[config.mk]
export PLATFORM = sky130hd
export DESIGN_NAME = double_max_ref
export DESIGN_NICKNAME = d
export VERILOG_FILES = /design/src/rtl/double_pkg.sv /design/src/rtl/double_max_ref.sv
export SDC_FILE = /design/constraint.sdc
export NUM_CORES = 1
export LEC_CHECK = 0
export ABC_AREA = 1
export BUFFER_PORTS_ARGS = -buffer_cell sky130_fd_sc_hd__buf_2
export CORE_MARGIN = 2
export CORE_UTILIZATION = 45
export DETAILED_ROUTE_END_ITERATION = 8
export PLACE_DENSITY = 0.85
export SYNTH_ARGS = -nofsm -noshare
export SYNTH_HDL_FRONTEND = slang
export SYNTH_SLANG_ARGS = --single-unit
[constraint.sdc]
create_clock -name vclk -period 2.66
set_clock_uncertainty 0.1 [all_clocks]
set_input_delay 0.532 -clock vclk [all_inputs]
set_output_delay 0.532 -clock vclk [all_outputs]
set_load 0.05 [all_outputs]
[src/rtl/double_pkg.sv]
// Shared IEEE-754 double helpers: field positions, canonical constants, NaN test,
// plus the checker's state and delay-line entry types.
package double_pkg;

  localparam int DOUBLE_W = 64;
  localparam int SIGN_BIT = 63;
  localparam int EXP_MSB  = 62;
  localparam int EXP_LSB  = 52;
  localparam int MAN_MSB  = 51;
  localparam int MAN_LSB  = 0;

  localparam logic [DOUBLE_W-1:0] CANON_QNAN = 64'h7FF8000000000000;
  localparam logic [DOUBLE_W-1:0] POS_ZERO   = 64'h0000000000000000;

  typedef enum logic [1:0] {
    ST_IDLE,
    ST_CHECK,
    ST_DRAIN,
    ST_DONE
  } chk_state_t;

  typedef struct packed {
    logic                valid;
    logic [DOUBLE_W-1:0] value;
  } dly_entry_t;

  // Exponent all-ones with a nonzero mantissa; infinities are not NaN.
  function automatic logic is_nan(input logic [DOUBLE_W-1:0] x);
    return (&x[EXP_MSB:EXP_LSB]) && (|x[MAN_MSB:MAN_LSB]);
  endfunction

endpackage

[src/rtl/double_max_ref.sv]
// Combinational golden maximum of two IEEE-754 doubles: NaN in -> canonical qNaN,
// +0 beats -0, otherwise sign-magnitude compare with ties resolved to a.
module double_max_ref
  import double_pkg::*;
(
  input  logic [DOUBLE_W-1:0] a,
  input  logic [DOUBLE_W-1:0] b,
  output logic [DOUBLE_W-1:0] z
);

  logic                a_sign;
  logic                b_sign;
  logic [DOUBLE_W-2:0] a_mag;
  logic [DOUBLE_W-2:0] b_mag;
  logic                a_wins;

  assign a_sign = a[SIGN_BIT];
  assign b_sign = b[SIGN_BIT];
  assign a_mag  = a[DOUBLE_W-2:0];
  assign b_mag  = b[DOUBLE_W-2:0];

  always_comb begin
    // NOTE: every output gets a default before any branch, so always_comb never infers a latch.
    a_wins = 1'b1;
    z      = a;
    if (a_sign != b_sign) begin
      a_wins = b_sign;
    end else if (a_sign) begin
      // Both negative: the smaller magnitude is the larger value.
      a_wins = (a_mag <= b_mag);
    end else begin
      a_wins = (a_mag >= b_mag);
    end
    z = a_wins ? a : b;
    if ((a_mag == '0) && (b_mag == '0) && (a_sign != b_sign)) begin
      z = POS_ZERO;
    end
    if (is_nan(a) || is_nan(b)) begin
      z = CANON_QNAN;
    end
  end

endmodule

==> qor.yml, run 1 <==
yosys:
  synth-xor-area-share: 0
  synth_cell_types: 25
  yosys.area_share.simple: 0.452
  ys_seq_area_frac: 0
  synth_top_area_frac: 0.201
  yosys.area.top_type: "ha_1"
  synth_top_family_by_area: "simple AND/OR/NAND/NOR gates"
  synth_warnings: 0
  synth-adder-area-share: 0.201
  muxShareOfSynthArea: 0
  netlist_area_mm2: 0.00399
  synth_cells: 728
  synth_compound_area_frac: 0.143
  synthTopCellsByArea: "ha_1 (20%), nand2_1 (16%), inv_1 (15%), nand3_1 (11%), a21oi_2 (11%)"
  synth_nets: 920
  avgSynthCellArea_um2: 5.48
placement:
  portBuffers: 192
  place_inst: 1150
  routabilityCongestion: 0.997
  place_ws_ns: -0.747
  dp_hpwl_mm: 15.2
clock_tree:
  cts_hold_buf: 0
  cts_resized: 263
  post_cts_buffers: 4
die:
  rows: 34
  start_util: 0.462
  die_h_um: 98.1
  die_w_um: 98.1
  io-pin-count: 192
outcome:
  failing_step: "clock tree synthesis"
  status: "aborted with a tool error"
  firstError: "[ERROR DPL-0033] detailed placement checks failed during check placement."
[synth_stat cells (all sizes together)]
cell	count
ha	64
o21ai	2
nand3b	1
nand3	91
inv	155
clkbuf	7
nor3	10
nand2	174
a21o	2
nor4	21
buf	24
nand4	25
nor2	80
a21oi	72
[kinds of logic after synthesis]
logic type	after synthesis
buf+inv	186
fa+ha+maj	64
simple gates	402
compound gates	76
[stage by stage]
step	cell area [um2]	setup TNS [ns]
detailed placement	7360	-44.85
global placement	7360	-44.32
floorplan	5240	-11.09
==> inputs of run 2 (changes only) <==
--- a/config.mk
+++ b/config.mk
@@ -8,9 +8,9 @@
 export ABC_AREA = 1
 export BUFFER_PORTS_ARGS = -buffer_cell sky130_fd_sc_hd__buf_2
 export CORE_MARGIN = 2
-export CORE_UTILIZATION = 45
+export CORE_UTILIZATION = 40
 export DETAILED_ROUTE_END_ITERATION = 8
-export PLACE_DENSITY = 0.85
+export PLACE_DENSITY_LB_ADDON = 0.15
 export SYNTH_ARGS = -nofsm -noshare
 export SYNTH_HDL_FRONTEND = slang
 export SYNTH_SLANG_ARGS = --single-unit
==> constraint.sdc (replaced) <==
create_clock -name vclk -period 3.45
set_clock_uncertainty 0.1 [all_clocks]
set_input_delay 0.69 -clock vclk [all_inputs]
set_output_delay 0.69 -clock vclk [all_outputs]
set_load 0.05 [all_outputs]
==> run 2 against run 1 <==
The flow now finishes, with violations (negative setup slack). Synthesized cell count unchanged. Area after synthesis unchanged.
==> qor.yml, run 2 <==
yosys:
  ys_seq_area_frac: 0  # unchanged
  yosys-top-cells-count: "nand2_1 (172), inv_1 (155), nand3_1 (89), nor2_1 (76), ha_1 (64)"
  synth_warnings: 0  # unchanged
  synth_cell_types: 25  # unchanged
  yosysMostFrequentCell: "nand2_1"
  synthTopCellsByArea: "ha_1 (20%), nand2_1 (16%), inv_1 (15%), nand3_1 (11%), a21oi_2 (11%)"
  synth_cells: 728  # unchanged
  avgSynthCellArea_um2: 5.48  # unchanged
  synth_nets: 920  # unchanged
  synth_top_area_frac: 0.201  # unchanged
  yosys.area.top_type: "ha_1"
  netlist_area_mm2: 0.00399  # unchanged
final_layout:
  nFillCells: 420
  nets: 1248
  final_cell_mix: "buf_4 (139), nand2_1 (108), inv_1 (106), buf_2 (93), buf_6 (87)"
  finalNonFillerCells: 1188
  clock_buffers: 0
  seq_cells: 0
  final_layout_size_suffix_gt1_frac: 0.674
  final-seq-area_um2: 0
  area_growth_syn_to_layout_pct: 121
  mostFrequentLayoutCell: "buf_4"
  multi_input_area_mm2: 0.00481
sta:
  rsz0062_at_grt: "yes"
  layout_setup_ws_ns: -0.400
  period_share: 1.12
  tightest_slew_ns: 0.487
  hold_viol: 0
  slew_headroom: 0.673
  tns_ns: -17.36
  final_max_slew_viol_count: 0
  period_needed_ns: 3.85
  setup_viol: 64
  max_freq_mhz: 260
placement:
  place_ws_ns: -0.253  # +0.494 ns
  portBuffers: 192  # unchanged
  dp_hpwl_mm: 11.3  # -26%
  routabilityCongestion: 0.932  # -6.6%
  place_inst: 1160  # +0.87%
critical_path:
  end_kind: "output pin"
  critical_path_class: "in -> out"
  worst_ep_required_time_ns: 2.66
  slowest_stage: "nor4_2"
  worstPathCellList: "buf_6, buf_4, nor4_2, nand3_2, nor3_4, nand2_2, nand3b_1, nand2_2, nor2_4, buf_12, clkbuf_16, nand2_1, nor2_2, buf_6"
  cp_max_fo: 9
  cpPeakStageDelay_ns: 0.47
  arrival_ns: 3.06
  crit_path_start_kind: "primary input"
drt:
  num_vias: 6720
  first_iter_violations: 516
  post_drt_wl_per_cell_um: 19.2
  drc_errors: 0
  via_per_inst: 5.66
  ant_nets: 0
  firstDrtPassIters: 5
  routed_wirelength_mm: 22.8
clock_tree:
  cts_hold_buf: 0  # unchanged
global_routing:
  grt_usage: 0.262
  grt_max_degree: 38
  grt_overflow_total: 0
  grt_pass1_wl_mm: 24.5
  grt_pass1_vias: 5403
  antenna_found_initial: 0
pwr:
  pwr_density_cell_mw_per_mm2: 226
  peakVddDrop_mv: 0.184
  seqPwrFrac: 0
  p_sw_mw: 1.17
  p_leak_nw: 4.58
  comb_power_share: 1.000
  total_power_mw: 1.99
  netSwitchingFraction: 0.590
  clock_power_share: 0
  internal-power_uw: 816
die:
  core_area_mm2: 0.00973
  die_w_um: 104  # +5.8%
  die_h_um: 104  # +5.8%
  rows: 36  # +5.9%
  design.die.area_mm2: 0.0108
  start_util: 0.410  # -0.0519
  io-pin-count: 192  # unchanged
run:
  cap_violations: 0
min_path:
  min_path_type: "in -> out"
outcome:
  violations: "negative setup slack"
  status: "finished with violations"
## run 2: repair_timing
action / CTS / global route
buffers inserted: 5 / 10
gates resized for setup: 196 / 311
gates cloned: 2 / 13
setup endpoints to repair: 63 / 64
pin swaps: 20 / 84
## run 2: critical path: cells and delay by family
kind          cells  cell delay [ns]
buf+inv           5             0.78
simple gates      9             1.58
## run 2: per-layer routing
metal	share of wire	track usage	up-vias
met4	0.069	0.0338	0
met3	0.078	0.0157	139
met2	0.49	0.490	453
met1	0.36	0.337	3117
met5	0	0	-
li1	-	-	3011
## run 2: cell families (layout without fill, tap and decap cells)
family          Yosys count  in the layout  synth area share
simple gates            402            403             0.452
buf+inv                 186            511             0.205
compound gates           76             76             0.143
fa+ha+maj                64             64             0.201
other cells               0              1                 0
## run 2: stage by stage
step | cell area, um2 | utilization | hold WS [ns]
5_1_grt | 8790 | 0.904 | 1.64
4_1_cts | 7130 | 0.733 | 1.66
3_3_place_gp | 6180 | 0.635 | 1.69
3_5_place_dp | 6180 | 0.635 | 1.70
2_1_floorplan | 4120 | - | 1.50
6_report | 8800 | 0.904 | 1.62
## run 2: area by class of cell
| cell class | instances | area share |
|---|---|---|
| diodes | 1 | 0.000284 |
| multi-input cells | 543 | 0.547 |
| repair buffers | 356 | 0.366 |
| well taps | 133 | 0.0189 |
| inverters | 155 | 0.0681 |
## run 2: path summary, 6_finish.rpt
| check | slack [ns] | from | end | depth (start not counted) |
|---|---|---|---|---|
| hold / removal | 1.62 | b[62] | z[62] | 4 |
| setup / recovery | -0.40 | b[14] | z[28] | 14 |
## run 2: power groups by stage
stage	Sequential, mW	Clock, mW	Combinational (mW)
finish	0	0.0000000388	1.99
global route	0	0	2.07
CTS	0	0	1.58
detailed placement	0	0	1.34
global placement	0	0	1.33
floorplan	0	0	0.929
Power figures use the tool's default switching activity.
==> inputs of run 3 (changes only) <==
--- a/config.mk
+++ b/config.mk
@@ -7,7 +7,7 @@
 export LEC_CHECK = 0
 export ABC_AREA = 1
 export BUFFER_PORTS_ARGS = -buffer_cell sky130_fd_sc_hd__buf_2
-export CORE_MARGIN = 2
+export CORE_MARGIN = 3
 export CORE_UTILIZATION = 40
 export DETAILED_ROUTE_END_ITERATION = 8
 export PLACE_DENSITY_LB_ADDON = 0.15
==> run 3 against run 2 <==
Final cell count decreased by 0.25%. Die area increased by 3.9%. The flow still finishes with violations (negative setup slack). Critical endpoint is now z[46]. Highest routed layer unchanged. Flip-flop and latch count unchanged. Largest power group unchanged. Total power decreased by 1.8%. Sequential share of layout area unchanged. Non-clock buffer count increased by 2. Count of clock-buffer cells in the layout unchanged. Global-route usage increased by 2.4 points.
==> qor.yml, run 3 (same netlist as run 2, synthesis figures left out) <==
final_layout:
  mostFrequentLayoutCell: "buf_4"
  final_layout_size_suffix_gt1_frac: 0.646  # -0.0278
  clock_buffers: 0  # unchanged
  final_cell_mix: "buf_4 (141), nand2_1 (122), inv_1 (109), buf_2 (97), buf_6 (83)"
  seq_cells: 0  # unchanged
  design_area_mm2: 0.00866  # -1.6%
  nets: 1250  # +0.16%
  diodes: 0  # -1
  final-seq-area_um2: 0  # unchanged
  area_growth_syn_to_layout_pct: 117
sta:
  max_freq_mhz: 263  # +1.4%
  period_needed_ns: 3.80  # -0.0533 ns
  setup_viol: 64  # unchanged
  slew_headroom: 0.687  # +0.0143
  tns_ns: -15.08  # +2.28 ns
  tightest_slew_ns: 0.466  # -0.0209 ns
  period_share: 1.10  # -0.0155
  layout_setup_ws_ns: -0.347  # +0.0533 ns
  final_max_slew_viol_count: 0  # unchanged
  rsz0062_at_grt: "yes"
  hold_viol: 0  # unchanged
drt:
  first_iter_violations: 589  # +14%
  ant_nets: 0  # unchanged
  post_drt_wl_per_cell_um: 20.0  # +4.1%
  drc_errors: 0  # unchanged
  routed_wirelength_mm: 23.7  # +3.9%
  firstDrtPassIters: 6  # +1
  num_vias: 6822  # +1.5%
  via_per_inst: 5.76  # +1.8%
pwr:
  peakVddDrop_mv: 0.196  # +6.8%
  p_leak_nw: 4.49  # -2.1%
  pwr_density_cell_mw_per_mm2: 225  # -0.23%
  total_power_mw: 1.95  # -1.8%
outcome:
  violations: "negative setup slack"
  status: "finished with violations"
critical_path:
  worst_ep_required_time_ns: 2.66  # about the same
  critical_path_class: "in -> out"
  end_kind: "output pin"
  crit_path_start_kind: "primary input"
  arrival_ns: 3.01  # -0.05 ns
  cp_max_fo: 7  # -2
die:
  die_w_um: 106  # +1.9%
  start_util: 0.422  # +0.0117
  design.die.area_mm2: 0.0112  # +3.9%
  rows: 35  # -2.8%
  io-pin-count: 192  # unchanged
  core_area_mm2: 0.00946  # -2.8%
  die_h_um: 106  # +1.9%
global_routing:
  grt_overflow_total: 0  # unchanged
  grt_usage: 0.286  # +0.0242
  grt_pass1_vias: 5878  # +8.8%
  antenna_found_initial: 0  # unchanged
  grt_pass1_wl_mm: 27.2  # +11%
  grt_max_degree: 41  # +7.9%
placement:
  routabilityCongestion: 0.889  # -4.6%
  placed_area_mm2: 0.00615  # -0.45%
  portBuffers: 192  # unchanged
  dp_hpwl_mm: 12.0  # +5.9%
run:
  cap_violations: 0  # unchanged
min_path:
  min_path_type: "in -> out"
run 3: changes by cell type in the layout (fill, tap and decap cells not counted), moves of 5 or more:
cell,before,now
nand2_2,52,40
nand3_2,32,27
nor3_4,6,1
nand2_1,108,122
nand3_1,47,56
run 3: critical path, cell delays in order:
cell,delay [ns]
buf_6,0.10
buf_4,0.12
inv_1,0.09
nand4_1,0.12
nor4_1,0.40
buf_4,0.19
nand3_2,0.14
nand2_2,0.11
nand2_2,0.09
nor2_4,0.14
buf_12,0.14
buf_8,0.11
buf_12,0.13
nand2_4,0.05
nor2_2,0.18
buf_6,0.19
run 3: what timing repair did:
action | in CTS | in global routing
gates resized for setup | 234 | 228
pin swaps | 35 | 86
hold buffers | 0 | 0
setup endpoints to repair | 64 | 64
hold endpoints to repair | 0 | 0
cloned | 7 | 7
setup buffers | 8 | 13
run 3: through the flow:
stage | utilization | hold slack, ns | setup WS [ns] | instances
2_1_floorplan | - | 1.50 | 0.0575 | 728
3_3_place_gp | 0.650 | 1.70 | -0.275 | 1153
3_5_place_dp | 0.650 | 1.71 | -0.269 | 1153
4_1_cts | 0.781 | 1.66 | -0.121 | 1168
5_1_grt | 0.915 | 1.68 | -0.403 | 1185
6_report | 0.915 | 1.66 | -0.347 | 1185
run 3: final timing paths:
kind	start	to	slack, ns	cells past startpoint
worst max-delay path	a[39]	z[46]	-0.35	16
worst min-delay path	b[25]	z[25]	1.66	4
run 3: per-layer routing:
layer | up-vias | track usage | routed length, um
met3 | 150 | 0.0208 | 1930
li1 | 3019 | - | -
met4 | 0 | 0.0490 | 1590
met1 | 3131 | 0.353 | 8500
met2 | 522 | 0.545 | 11700
met5 | - | 0 | 0
run 3: layout make-up:
type,instances,area [um2]
well taps,129,161
fillers,390,803
repair buffers,358,3220
multi-input cells,543,4670
inverters,155,599
run 3: power by group:
| group | switching [mW] | total (mW) | internal, mW |
|---|---|---|---|
| combinational | 1.16 | 1.95 | 0.794 |
| clock | 0 | 0 | 0 |
| sequential | 0 | 0 | 0 |
| total | 1.16 | 1.95 | 0.794 |
==> inputs of run 4 (changes only) <==
--- a/config.mk
+++ b/config.mk
@@ -7,6 +7,7 @@
 export LEC_CHECK = 0
 export ABC_AREA = 1
 export BUFFER_PORTS_ARGS = -buffer_cell sky130_fd_sc_hd__buf_2
+export CORE_ASPECT_RATIO = 0.6
 export CORE_MARGIN = 3
 export CORE_UTILIZATION = 40
 export DETAILED_ROUTE_END_ITERATION = 8
==> run 4 against run 3 <==
The flow still finishes with violations (negative setup slack). Design area increased by 2.0%. Via count grew 4.5%. Sequential share of layout area stayed put. Flip-flop and latch count stayed put. Core utilization rose by 2.2 points. First-iteration DRC count increased by 24%. Critical path type unchanged.
==> qor.yml, run 4 (same netlist as run 2, synthesis figures left out) <==
outcome:
  status: "finished with violations"
  violations: "negative setup slack"
sta:
  tightest_slew_ns: 0.589  # +0.123 ns
  max_freq_mhz: 256  # -2.9%
  timing.hold.ws_ns: 1.64  # -0.0259 ns
  layout_setup_ws_ns: -0.461  # -0.115 ns
  setup_viol: 64  # unchanged
  period_needed_ns: 3.91  # +0.115 ns
  final_max_slew_viol_count: 0  # unchanged
  rsz0062_at_grt: "yes"
  hold_viol: 0  # unchanged
  tns_ns: -23.71  # -8.64 ns
  period_share: 1.13  # +0.0332
  slew_headroom: 0.604  # -0.0835
final_layout:
  seq_cells: 0  # unchanged
  mostFrequentLayoutCell: "buf_4"
  diodes: 0  # unchanged
  final_layout_size_suffix_gt1_frac: 0.683  # +0.0368
  nets: 1240  # -0.80%
  final-seq-area_um2: 0  # unchanged
  final_util: 0.937  # +0.0217
  area_growth_syn_to_layout_pct: 121
  final_cell_mix: "buf_4 (133), nand2_1 (101), inv_1 (100), buf_2 (97), buf_6 (80)"
  design_area_mm2: 0.00883  # +2.0%
  clock_buffers: 0  # unchanged
  finalNonFillerCells: 1176  # -0.76%
drt:
  firstDrtPassIters: 6  # unchanged
  drc_errors: 0  # unchanged
  ant_nets: 0  # unchanged
  post_drt_wl_per_cell_um: 22.7  # +13%
  routed_wirelength_mm: 26.6  # +12%
  via_per_inst: 6.06  # +5.3%
  first_iter_violations: 732  # +24%
  num_vias: 7126  # +4.5%
die:
  io-pin-count: 192  # unchanged
  die_w_um: 135  # +27%
  design.die.area_mm2: 0.0112  # +0.35%
  rows: 27  # -23%
  start_util: 0.423  # +0.00151
  core_area_mm2: 0.00943  # -0.36%
  die_h_um: 83.3  # -21%
placement:
  placed_area_mm2: 0.00610  # -0.79%
  portBuffers: 192  # unchanged
  place_ws_ns: -0.349  # -0.0801 ns
  place_inst: 1149  # -0.35%
  routabilityCongestion: 0.938  # +5.5%
  dp_hpwl_mm: 12.8  # +7.4%
critical_path:
  cp_max_fo: 21  # +14
  crit_path_start_kind: "primary input"
  critical_path_class: "in -> out"
  worst_ep_required_time_ns: 2.66  # about the same
  end_kind: "output pin"
  arrival_ns: 3.12  # +0.11 ns
pwr:
  pwr_density_cell_mw_per_mm2: 243  # +7.8%
  total_power_mw: 2.15  # +10%
  p_leak_nw: 4.59  # +2.3%
  peakVddDrop_mv: 0.189  # -3.9%
global_routing:
  grt_max_degree: 51  # +24%
  grt_overflow_total: 0  # unchanged
  grt_pass1_wl_mm: 28.2  # +3.7%
  grt_pass1_vias: 5693  # -3.1%
  antenna_found_initial: 0  # unchanged
  grt_usage: 0.297  # +0.0102
min_path:
  min_path_type: "in -> out"
run:
  cap_violations: 0  # unchanged
[run 4: cell count changes in the layout (fill, tap and decap cells not counted), moves of 5 or more]
cell / before / now
nand3_4: 9 / 14
nor2_4: 16 / 10
inv_1: 109 / 100
buf_4: 141 / 133
nor4_4: 7 / 2
inv_2: 39 / 46
nand2_1: 122 / 101
nor2_2: 48 / 54
nand2_4: 12 / 25
nand3_1: 56 / 46
nand2_2: 40 / 47
nor4_1: 6 / 14
a21oi_1: 14 / 8
[run 4: path summary, 6_finish.rpt]
| kind | cells past startpoint | to | start |
|---|---|---|---|
| worst min-delay path | 4 | z[62] | b[62] |
| worst max-delay path | 14 | z[34] | a[4] |
[run 4: critical path: stages]
cell,delay [ns]
buf_2,0.13
buf_4,0.14
nor4_1,0.54
nand2_1,0.24
nor2_4,0.21
nand3_4,0.09
nand2_2,0.09
nand2_2,0.08
nor2_4,0.15
buf_12,0.13
buf_12,0.16
nand2_1,0.12
nor2_2,0.15
buf_6,0.18
[run 4: routing by layer]
| metal | vias up | routed length [um] | track usage |
|---|---|---|---|
| li1 | 2999 | - | - |
| met1 | 3252 | 9660 | 0.426 |
| met2 | 650 | 12100 | 0.477 |
| met3 | 225 | 2810 | 0.0339 |
| met4 | 0 | 2120 | 0.0564 |
| met5 | - | 0 | 0 |
[run 4: cell type report]
class                           instances  area (um2)
Tap cell                              130         163
Fill cell                             320         596
Multi-Input combinational cell        542        4860
Inverter                              155         607
Timing Repair Buffer                  349        3200
[run 4: repair_timing]
| item | in CTS | in global routing |
|---|---|---|
| setup buffers | 6 | 7 |
| resized for setup | 233 | 295 |
| hold buffers | 0 | 0 |
| gates cloned | 5 | 10 |
| endpoints found under the setup margin | 63 | 63 |
| pin swaps | 11 | 97 |
[run 4: report_power, final]
group | total, mW | internal [mW] | switching [mW] | leakage (nW)
combinational | 2.15 | 0.888 | 1.26 | 4.59
clock | 0 | 0 | 0 | 0
sequential | 0 | 0 | 0 | 0
total | 2.15 | 0.888 | 1.26 | 4.59
